==> config.mk <==
export PLATFORM = sky130hd
export DESIGN_NAME = rr_output_arbiter
export DESIGN_NICKNAME = d
export VERILOG_FILES = /design/src/rtl/rr_output_arbiter.sv
export SDC_FILE = /design/constraint.sdc
export NUM_CORES = 1
export LEC_CHECK = 0
export ABC_AREA = 1
export CORE_ASPECT_RATIO = 2
export CORE_MARGIN = 3
export CORE_UTILIZATION = 55
export CTS_CLUSTER_DIAMETER = 40
export DETAILED_ROUTE_END_ITERATION = 10
export GPL_TIMING_DRIVEN = 0
export PLACE_DENSITY = 0.86
export SETUP_SLACK_MARGIN = 0.5
export SLEW_MARGIN = 20
export SYNTH_ARGS = -nofsm -noshare
export SYNTH_HDL_FRONTEND = slang
export SYNTH_SLANG_ARGS = --single-unit
==> constraint.sdc <==
create_clock -name clk -period 5 [get_ports clk]
set_input_delay 0.5 -clock clk [delete_from_list [all_inputs] [get_ports clk]]
set_output_delay 0.5 -clock clk [all_outputs]
set_load 0.01 [all_outputs]
==> src/rtl/rr_output_arbiter.sv <==
// ============================================================
// rr_output_arbiter: wormhole round-robin arbiter for one router output
// Rev 1.0
// ============================================================
`timescale 1ns/1ps
`default_nettype none

module rr_output_arbiter #(
  parameter int                   NUM_PORTS    = 5,
  parameter int                   ADDR_W       = 3,
  parameter logic [ADDR_W-1:0]    PORT_CODE    = ADDR_W'(1),
  parameter logic [NUM_PORTS-1:0] EXCLUDE_MASK = NUM_PORTS'(2),
  parameter int                   TIMEOUT      = 0
) (
  input  logic                          clk,
  input  logic                          reset,
  input  logic [NUM_PORTS*ADDR_W-1:0]   nexthop_addr_i,
  input  logic [NUM_PORTS-1:0]          valid_i,
  input  logic [NUM_PORTS-1:0]          tail_i,
  input  logic                          out_ready_i,
  output logic [NUM_PORTS-1:0]          grant_o,
  output logic [$clog2(NUM_PORTS)-1:0]  grant_idx_o,
  output logic                          locked_o,
  output logic                          xfer_o,
  output logic                          timeout_o
);

  localparam int IDX_W = $clog2(NUM_PORTS);
  localparam int CNT_W = (TIMEOUT > 0) ? $clog2(TIMEOUT + 1) : 1;

  localparam logic [0:0] ST_IDLE   = 1'b0;
  localparam logic [0:0] ST_LOCKED = 1'b1;

  logic [0:0]           state, state_nx;
  logic [IDX_W-1:0]     ptr, ptr_nx;
  logic [NUM_PORTS-1:0] grant, grant_nx;
  logic [IDX_W-1:0]     gidx, gidx_nx;
  logic [CNT_W-1:0]     stall_cnt, stall_nx;
  logic                 tmo, tmo_nx;

  logic [NUM_PORTS-1:0] req;
  logic [IDX_W-1:0]     winner;
  logic                 found;
  logic [IDX_W-1:0]     release_ptr;
  logic                 xfer;
  logic                 timeout_hit;
  int                   cand;

  for (genvar i = 0; i < NUM_PORTS; i++) begin : g_req
    assign req[i] = valid_i[i]
                  & (nexthop_addr_i[i*ADDR_W +: ADDR_W] == PORT_CODE)
                  & ~EXCLUDE_MASK[i];
  end

  // Circular scan starting at ptr; first requester wins.
  always_comb begin
    found  = 1'b0;
    winner = '0;
    cand   = 0;
    for (int k = 0; k < NUM_PORTS; k++) begin
      cand = 32'(ptr) + k;
      if (cand >= NUM_PORTS) cand = cand - NUM_PORTS;
      if (!found && req[cand]) begin
        found  = 1'b1;
        winner = IDX_W'(cand);
      end
    end
  end

  assign xfer        = (state == ST_LOCKED) & valid_i[gidx] & out_ready_i;
  assign timeout_hit = (TIMEOUT > 0) && (state == ST_LOCKED)
                       && (stall_cnt == CNT_W'(TIMEOUT));
  assign release_ptr = (gidx == IDX_W'(NUM_PORTS - 1)) ? '0 : gidx + 1'b1;

  always_ff @(posedge clk) begin
    if (reset) begin
      state     <= ST_IDLE;
      ptr       <= '0;
      grant     <= '0;
      gidx      <= '0;
      stall_cnt <= '0;
      tmo       <= 1'b0;
    end else begin
      state     <= state_nx;
      ptr       <= ptr_nx;
      grant     <= grant_nx;
      gidx      <= gidx_nx;
      stall_cnt <= stall_nx;
      tmo       <= tmo_nx;
    end
  end

  always_comb begin
    state_nx = state;
    ptr_nx   = ptr;
    grant_nx = grant;
    gidx_nx  = gidx;
    tmo_nx   = 1'b0;
    case (state)
      ST_IDLE: begin
        if (found) begin
          state_nx = ST_LOCKED;
          grant_nx = NUM_PORTS'(1) << winner;
          gidx_nx  = winner;
        end
      end
      ST_LOCKED: begin
        // A tail transfer beats a coincident timeout.
        if (xfer && tail_i[gidx]) begin
          state_nx = ST_IDLE;
          grant_nx = '0;
          ptr_nx   = release_ptr;
        end else if (timeout_hit) begin
          state_nx = ST_IDLE;
          grant_nx = '0;
          ptr_nx   = release_ptr;
          tmo_nx   = 1'b1;
        end
      end
      default: begin
        state_nx = ST_IDLE;
        grant_nx = '0;
      end
    endcase

    if ((state != ST_LOCKED) || xfer || (state_nx != ST_LOCKED)) begin
      stall_nx = '0;
    end else if (stall_cnt != CNT_W'(TIMEOUT)) begin
      stall_nx = stall_cnt + 1'b1;
    end else begin
      stall_nx = stall_cnt;
    end
  end

  always_comb begin
    grant_o     = grant;
    grant_idx_o = gidx;
    locked_o    = (state == ST_LOCKED);
    xfer_o      = xfer;
    timeout_o   = tmo;
  end

endmodule

`default_nettype wire

==> run summary <==
first-pass GRT wire length = 8240 µm
count leader, synth = nand2_1
main combinational cell family by area after synthesis = simple AND/OR/NAND/NOR gates
via count = 1957
clk sinks = 12
clk_skew = 0.00300 ns
share of layout cells above drive strength 1 = 16.2%
post-synthesis sequential area ratio = 13.5%
initial antenna violation count = 0
grt ovf = 0
largest net degree at the start of global routing = 13
GRT met1 Usage = 25.9%
xor and xnor area share after synthesis = 1.48%
syn nets = 333
met2 global-route usage = 50.8%
total power draw = 0.00100 W
Worst Hold Margin = 0.459 ns
clk buf depth = 2
Seq. cell area = 240 µm²
number of synthesized register bits = 12
GRT Util Overall = 26.9%
Core Rows = 28
Chip Height = 86.3 µm
number of global-route vias before repair = 2065
Inserted Clock Buffers = 3
count of routing violations after the opening detailed-route iteration = 61
n_diodes = 0
Core Util, Final = 72.9%
post-synthesis area per instance = 6.11 µm²
post-synthesis adder-cell area fraction = 10.6%
Syn. warnings = 0
post-synthesis mux area share = 0%
total wire length = 4640 µm
clk_lat worst skew = 0.24 ns
IO Port Bufs = 33
Cells after Synth = 290
CP Launch Type = flip-flop
min cycle time layout = 2.95 ns
Slew Limit Fails = 0
routed len/inst = 13.0 µm
outcome = finished clean
peak supply drop = 0.376 mV
die area = 0.00398 mm²
CP Class = flip-flop to flip-flop
Fill cells = 258
gp weighted congestion = 0.861
CTS HTree Levels = 1
crit end category = flip-flop
PD cells = 457 mW/mm²
Worst Hold Class = flip-flop to flip-flop
WP data required = 5.13 ns
CTS tree = built
CP max FO = 11
clock root buffer = clkbuf_8
reported max-cap violation count = 0
Gates resized, CTS repair = 0
Final Cycle Share = 58.9%
Via-to-Cell Ratio = 5.48
dominant cells by area after synthesis = nand2_1 18%, dfxtp_1 14%, ha_1 11%
commonest cells in the netlist = 84 x nand2_1, 33 x nand3_1, 30 x inv_1
final hold violations = 0
hpwl dp = 3840 µm
Setup Buffers After CTS = 0
# setup viols final = 0
core area = 0.00301 mm²
number of iterations in the first detailed-routing pass = 4
Main synth FF type = dfxtp_1
final worst slack = 2.05 ns
fmax = 339 MHz
Reg clk slew, reported paths = 0.06 ns
number of flops mapped to enable cells by yosys = 0
multi-input logic area = 0.00135 mm²
DRC viols = 0
Leak = 1.12 nW
Post-synth ARST share = 0%
RSZ-0062 raised after global routing = false
synthesized area = 0.00177 mm²
overall die width = 46.1 µm
grt peak-use layer = met2
Worst EP arrival = 3.08 ns
setup TNS = 0 ns
met3 Use GR = 3.12%
Distinct cells, synth = 38
CTS Hold Bufs = 0
Area Growth Syn to Fin = 23.9%
Setup WS pre-CTS = 2.16 ns
area leader, netlist = nand2_1
compound-gate portion of the synthesized area = 12.8%
Ports = 39
top cell type's share of synthesized area = 17.8%
net count reported at finish = 371
antenna viol nets, final = 0
Simple-Gate Fraction of Synth Area = 51.2%
initial core utilization = 58.8%
## final timing paths
kind                           start                     endpoint  slack [ns]  cells past startpoint
max              ptr[1]$_SDFFE_PP0P_  grant_idx_o[2]$_SDFFE_PP0P_        2.05                     18
min          grant_o[1]$_SDFFE_PP0P_      grant_o[1]$_SDFFE_PP0P_        0.46                      2
max reg2reg      ptr[1]$_SDFFE_PP0P_  grant_idx_o[2]$_SDFFE_PP0P_        2.05                     18
min reg2reg  grant_o[1]$_SDFFE_PP0P_      grant_o[1]$_SDFFE_PP0P_        0.46                      2
## registers in the layout, indices dropped and copies added, names as in the netlist
name / count
ptr: 3
grant_o: 5
grant_idx_o: 3
locked_o: 1
## worst max-delay path: stages (launching register included)
cell,delay (ns)
dfxtp_1,0.47
inv_1,0.28
ha_1,0.36
buf_2,0.20
nand3_1,0.09
nand2_1,0.12
nand2_1,0.06
nand2_1,0.09
nand2_1,0.10
nand2_1,0.07
nand2_1,0.05
inv_1,0.07
nand3_1,0.15
nand3_2,0.16
nor2_4,0.04
nor2_1,0.26
nand2_1,0.12
o211ai_2,0.08
inv_1,0.05
## where the power goes
part / total, W / internal, W / leakage [nW] / switching, W
sequential: 0.000149 / 0.000121 / 0.0980 / 0.0000280
combinational: 0.000748 / 0.000282 / 0.993 / 0.000466
clock: 0.000106 / 0.0000695 / 0.0288 / 0.0000363
total: 0.00100 / 0.000473 / 1.12 / 0.000531
## metrics by stage
step / std cells / cell area [µm²]
6_report: 357 / 2200
5_1_grt: 357 / 2200
4_1_cts: 357 / 2200
3_5_place_dp: 353 / 2140
3_3_place_gp: 353 / 2140
2_1_floorplan: 290 / 1770
## placed cells by master (no fill, tap or decap), types with 2 or more instances in the layout
cell type,instances
inv_4,2
buf_4,2
dfxtp_1,12
nor2_4,3
nand3_1,33
o21ai_0,6
a21oi_2,2
a31oi_1,3
nand4_1,9
nand2_4,4
ha_1,15
clkbuf_8,4
nor2_2,5
nor2_1,19
inv_1,30
nand2_1,84
o21ai_1,7
xor2_1,2
nand2_2,11
a21oi_1,11
inv_2,7
nand3_2,6
clkdlybuf4s50_1,33
## final cells by class
type	instances	area share (%)
sequential	12	10.9
clock buffer	4	2.51
tap	30	1.71
inverter	39	6.89
multi-input combinational	234	61.7
timing repair buffer	33	15.0
buffer	5	1.25
## layer usage
layer,up-vias,share of wire (%)
li1,1013,-
met1,881,36
met2,50,58
met3,13,3.4
met4,0,2.8
met5,-,0
## kinds of logic after synthesis
kind of cell | Yosys count
flops | 12
xor+xnor | 3
simple gates | 179
buf+inv | 44
compound gates | 36
fa+ha+maj | 15
other cells | 1
No activity file was read; power rests on OpenSTA's default activity.
